**src/rtl/fifo_skew_reader.sv**
```systemverilog
// Read-side sequencer for fifo_array: issues diagonally skewed per-lane reads so
// lane i starts i cycles after lane 0, stalling the whole wavefront on any empty lane.
module fifo_skew_reader #(
  parameter int data_size  = 8,
  parameter int array_size = 9,
  parameter int row_len    = 9,
  parameter int cnt_width  = 5
) (
  input  logic                            clk,
  input  logic                            clear,
  input  logic                            start,
  input  logic [array_size-1:0]           empty,
  input  logic [data_size*array_size-1:0] fifo_data,
  output logic [array_size-1:0]           r_en,
  output logic [data_size*array_size-1:0] out_data,
  output logic [array_size-1:0]           out_valid,
  output logic                            out_step,
  output logic                            busy,
  output logic                            done
);

  typedef enum logic [1:0] {
    ST_IDLE  = 2'd0,
    ST_RUN   = 2'd1,
    ST_DRAIN = 2'd2,
    ST_DONE  = 2'd3
  } state_t;

  localparam logic [cnt_width-1:0] last_t = cnt_width'(row_len + array_size - 2);
  localparam logic [cnt_width-1:0] one_t  = cnt_width'(1);

  state_t                  state_r;
  logic [cnt_width-1:0]    t_r;
  logic [array_size-1:0]   out_valid_r;
  logic                    out_step_r;
  logic                    busy_r;
  logic                    done_r;

  logic [array_size-1:0]   sched_s;
  logic                    adv_s;
  logic [array_size-1:0]   r_en_s;
  logic [data_size*array_size-1:0] out_data_s;

  // Lane is inside its row_len-long read window, offset by its lane index.
  function automatic logic lane_sched(input logic [cnt_width-1:0] t, input int lane);
    logic [cnt_width-1:0] lo;
    logic [cnt_width-1:0] hi;
    lo = cnt_width'(lane);
    hi = cnt_width'(lane + row_len);
    return (t >= lo) && (t < hi);
  endfunction

  // Schedule, stall detection and read enables; a stall freezes every lane together.
  always_comb begin
    sched_s = '0;
    for (int i = 0; i < array_size; i++) begin
      sched_s[i] = (state_r == ST_RUN) && lane_sched(t_r, i);
    end
    adv_s = &(~sched_s | ~empty);
    if (adv_s) begin
      r_en_s = sched_s;
    end else begin
      r_en_s = '0;
    end
  end

  // Zero-fill lanes whose FIFO word is not valid this cycle.
  always_comb begin
    out_data_s = '0;
    for (int i = 0; i < array_size; i++) begin
      if (out_valid_r[i]) begin
        out_data_s[i*data_size +: data_size] = fifo_data[i*data_size +: data_size];
      end else begin
        out_data_s[i*data_size +: data_size] = {data_size{1'b0}};
      end
    end
  end

  // Pass sequencer with registered status and output-stage flags.
  always_ff @(posedge clk or posedge clear) begin
    if (clear) begin
      state_r     <= ST_IDLE;
      t_r         <= '0;
      out_valid_r <= '0;
      out_step_r  <= 1'b0;
      busy_r      <= 1'b0;
      done_r      <= 1'b0;
    end else begin
      out_valid_r <= r_en_s;
      out_step_r  <= adv_s & (state_r == ST_RUN);
      case (state_r)
        ST_IDLE: begin
          done_r <= 1'b0;
          if (start) begin
            state_r <= ST_RUN;
            t_r     <= '0;
            busy_r  <= 1'b1;
          end else begin
            busy_r  <= 1'b0;
          end
        end
        ST_RUN: begin
          // Leaving on the final wavefront keeps the last read one cycle from DRAIN.
          if (adv_s) begin
            t_r <= t_r + one_t;
            if (t_r == last_t) begin
              state_r <= ST_DRAIN;
            end else begin
              state_r <= ST_RUN;
            end
          end else begin
            t_r <= t_r;
          end
        end
        ST_DRAIN: begin
          state_r <= ST_DONE;
          done_r  <= 1'b1;
        end
        ST_DONE: begin
          state_r <= ST_IDLE;
          done_r  <= 1'b0;
          busy_r  <= 1'b0;
        end
        default: begin
          state_r <= ST_IDLE;
          t_r     <= '0;
          busy_r  <= 1'b0;
          done_r  <= 1'b0;
        end
      endcase
    end
  end

  assign r_en      = r_en_s;
  assign out_data  = out_data_s;
  assign out_valid = out_valid_r;
  assign out_step  = out_step_r;
  assign busy      = busy_r;
  assign done      = done_r;

endmodule

```
**config.mk**
```make
export PLATFORM = sky130hd
export DESIGN_NAME = fifo_skew_reader
export DESIGN_NICKNAME = d
export VERILOG_FILES = /design/src/rtl/fifo_skew_reader.sv
export SDC_FILE = /design/constraint.sdc
export NUM_CORES = 1
export LEC_CHECK = 0
export BUFFER_PORTS_ARGS = -buffer_cell sky130_fd_sc_hd__buf_2
export CORE_MARGIN = 2
export CORE_UTILIZATION = 25
export CTS_CLUSTER_DIAMETER = 200
export DETAILED_ROUTE_END_ITERATION = 8
export SLEW_MARGIN = 20
export SYNTH_ARGS = -nofsm -noshare
export SYNTH_HDL_FRONTEND = slang
export SYNTH_SLANG_ARGS = --single-unit
```
**constraint.sdc**
```tcl
create_clock -name clk -period 3.7 [get_ports clk]
set_input_delay 0.37 -clock clk [delete_from_list [all_inputs] [get_ports clk]]
set_output_delay 0.37 -clock clk [all_outputs]
set_load 0.02 [all_outputs]
```
==> impl_metrics.ini <==
[setup_path]
crit_type = reg -> out
crit_buf_inv = 1
crit_path_end_kind = output port
ff2ff_setup_slack_ps = 1020
critPathRequiredTime_ps = 3330
crit_chain = ha_1, or4_4, o311a_4, o31ai_4, nand4_1, nor2_1, buf_2
cp_top_family = simple AND/OR/NAND/NOR gates
slowest_delay_ps = 530
arrival_ps = 3000
crit_slowest_cell = or4_4
worst-path-max-fanout = 13
cp-start-kind = flop

[timing]
tns_ps = 0
post-route-period-util_pct = 91.16
fin_skew_ps = 2.849
rsz0062_at_grt = false
hold_viol = 0
finalSetupViolCount = 0
maxSlewViolCount = 0
timing.fmax_mhz = 296.5
fin_ws_ps = 327.0
relSlewSlack_pct = 49.83
worst_pin_slew_ps = 751.7
post-route-min-period_ps = 3373

[route]
drt-total-wl_um = 5756
wire_per_inst_um = 12.91
drt_iter0_markers = 61
firstDrtPassIters = 4
ant_nets = 0
vias = 2013
drc = 0
vias_per_cell = 4.513

[global_route]
grt_pass1_wl_um = 8721
grtUsageTotal_pct = 14.48
grt_max_degree = 20
grt-ovfl-total = 0
grt_pass1_vias = 1864
antenna_found_initial = 0

[cts]
cts.hold.buffers_added = 0
cts_buffer_depth = 2
h-tree-depth = 1
root_buffer = clkbuf_8
cts_tree = done
post-cts-setup-buffer-count = 0
cts.clk_slew.worst_paths_ps = 80
insertion_delay_ps = 260
cts_sinks = 19
cts_buffers = 3
cts.repair.resized = 0

[cells_and_area]
drive_above_1_share_pct = 51.76
diodes = 0
final_common_cell = buf_2
final_nets = 461
layout_common_cells = buf_2, and2_1, dfrtp_1
area_growth_syn_to_layout_pct = 58.12
fill_cells = 673
final_cell_count_no_fill = 446

[die]
ioPinCount = 177
core_area_mm2 = 0.006422
die_x_um = 85.96
start_util_pct = 26.14
dieArea_mm2 = 0.007388
fp.dieH_um = 85.96
row_count = 29

[worst_hold_path]
hold_class = in -> async

[yosys]
synth-async-reset-ratio_pct = 100.0
synth_edf_count = 0
synthTopCellsByArea = dfrtp_1, and2_1, ha_1, nor2_1, nand2_1
syn_area_mm2 = 0.001679
ys_ff_latch = 19
syn_nets = 288
synth.avg_cell_area_um2 = 8.523
ys_seq_area_share_pct = 28.32
synth-main-ff-cell = dfrtp_1
syn_inst = 197
ys_warn_count = 0
yosysUniqueCellTypes = 45
yosys.area.top_type_share_pct = 28.32
synth_area_leader_cell = dfrtp_1

[place]
place_congestion = 0.7881
dp_hpwl_um = 4803
placedCellCount = 442
dp_slack_ps = 648.2
port_buffers = 176

[power_and_ir_drop]
peakVddDrop_mv = 0.2071
power_density_mw_per_mm2 = 789.3
leakagePower_nw = 1.606

[flow_run]
drv_cap = 0

[run_status]
status = finished clean
## cell usage after synthesis (3+ instances only)
cell type and count:
nand2_1 9, clkbuf_1 3, nor2_1 10, o21ai_0 4
a21oi_1 4, inv_1 7, and3_1 3, a221o_1 3
nand4_1 3, dfrtp_1 19, ha_1 7, buf_2 4
and2_1 73, nand3_1 5, and2b_1 3
## per-stage QoR
step	total power, mW	cell area, um2	hold WS (ps)	util [%]
2_1_floorplan	1.511	1679	321.1	-
3_5_place_dp	1.952	2610	472.4	40.64
6_report	2.096	2655	226.1	41.34
4_1_cts	2.113	2655	261.8	41.34
5_1_grt	2.278	2655	318.0	41.34
3_3_place_gp	1.944	2610	467.8	40.64
## sequential cells by signal, summed over array words and instances, names as in the netlist, named ones only
| register | flops |
|---|---|
| done | 1 |
| busy | 1 |
| out_valid | 9 |
| t_r | 5 |
| out_step | 1 |
| state_r | 1 |
## power by group
part           internal [mW]  switching (mW)  leakage, nW
clock                 0.0769          0.0761       0.0228
combinational          0.593           0.882         1.34
sequential             0.303           0.165        0.240
total                  0.973            1.12         1.61
## routing by layer
layer  share of wire (%)  GRT usage (%)
met1                  38          15.42
met4                 2.1          5.051
met3                 7.3          3.176
met2                  53          27.70
met5                   0              0
## logic make-up after synthesis
logic type               Yosys count  share of synthesized area [%]
AND/OR/NAND/NOR                  123                          44.19
AO/OA/AOI/OAI                     29                          15.57
flip-flops                        19                          28.32
buffers and inverters             16                          4.769
adder cells (fa/ha/maj)            7                          5.216
multiplexers                       3                          1.937
## final cells by class
class | instances | area (um2) | share of cell area (%)
multi-input cells | 162 | 1124 | 42.32
repair buffers | 177 | 888.4 | 33.46
flip-flops and latches | 19 | 475.5 | 17.91
well taps | 77 | 96.34 | 3.629
clock buffers | 4 | 45.04 | 1.697
inverters | 7 | 26.28 | 0.9896
## final timing paths
| kind | end | from | cells past startpoint |
|---|---|---|---|
| setup / recovery | r_en[2] | t_r[0]$_DFFE_PP0P_ | 7 |
| hold / removal | out_valid[2]$_DFF_PP0_ | clear | 2 |
| setup reg to reg | t_r[4]$_DFFE_PP0P_ | t_r[0]$_DFFE_PP0P_ | 6 |
| hold reg to reg | busy$_DFFE_PP0N_ | busy$_DFFE_PP0N_ | 2 |
| max in group asynchronous | t_r[4]$_DFFE_PP0P_ | clear | 2 |
| min in group clk | busy$_DFFE_PP0N_ | start | 3 |
(Power assumes the default switching activity.)
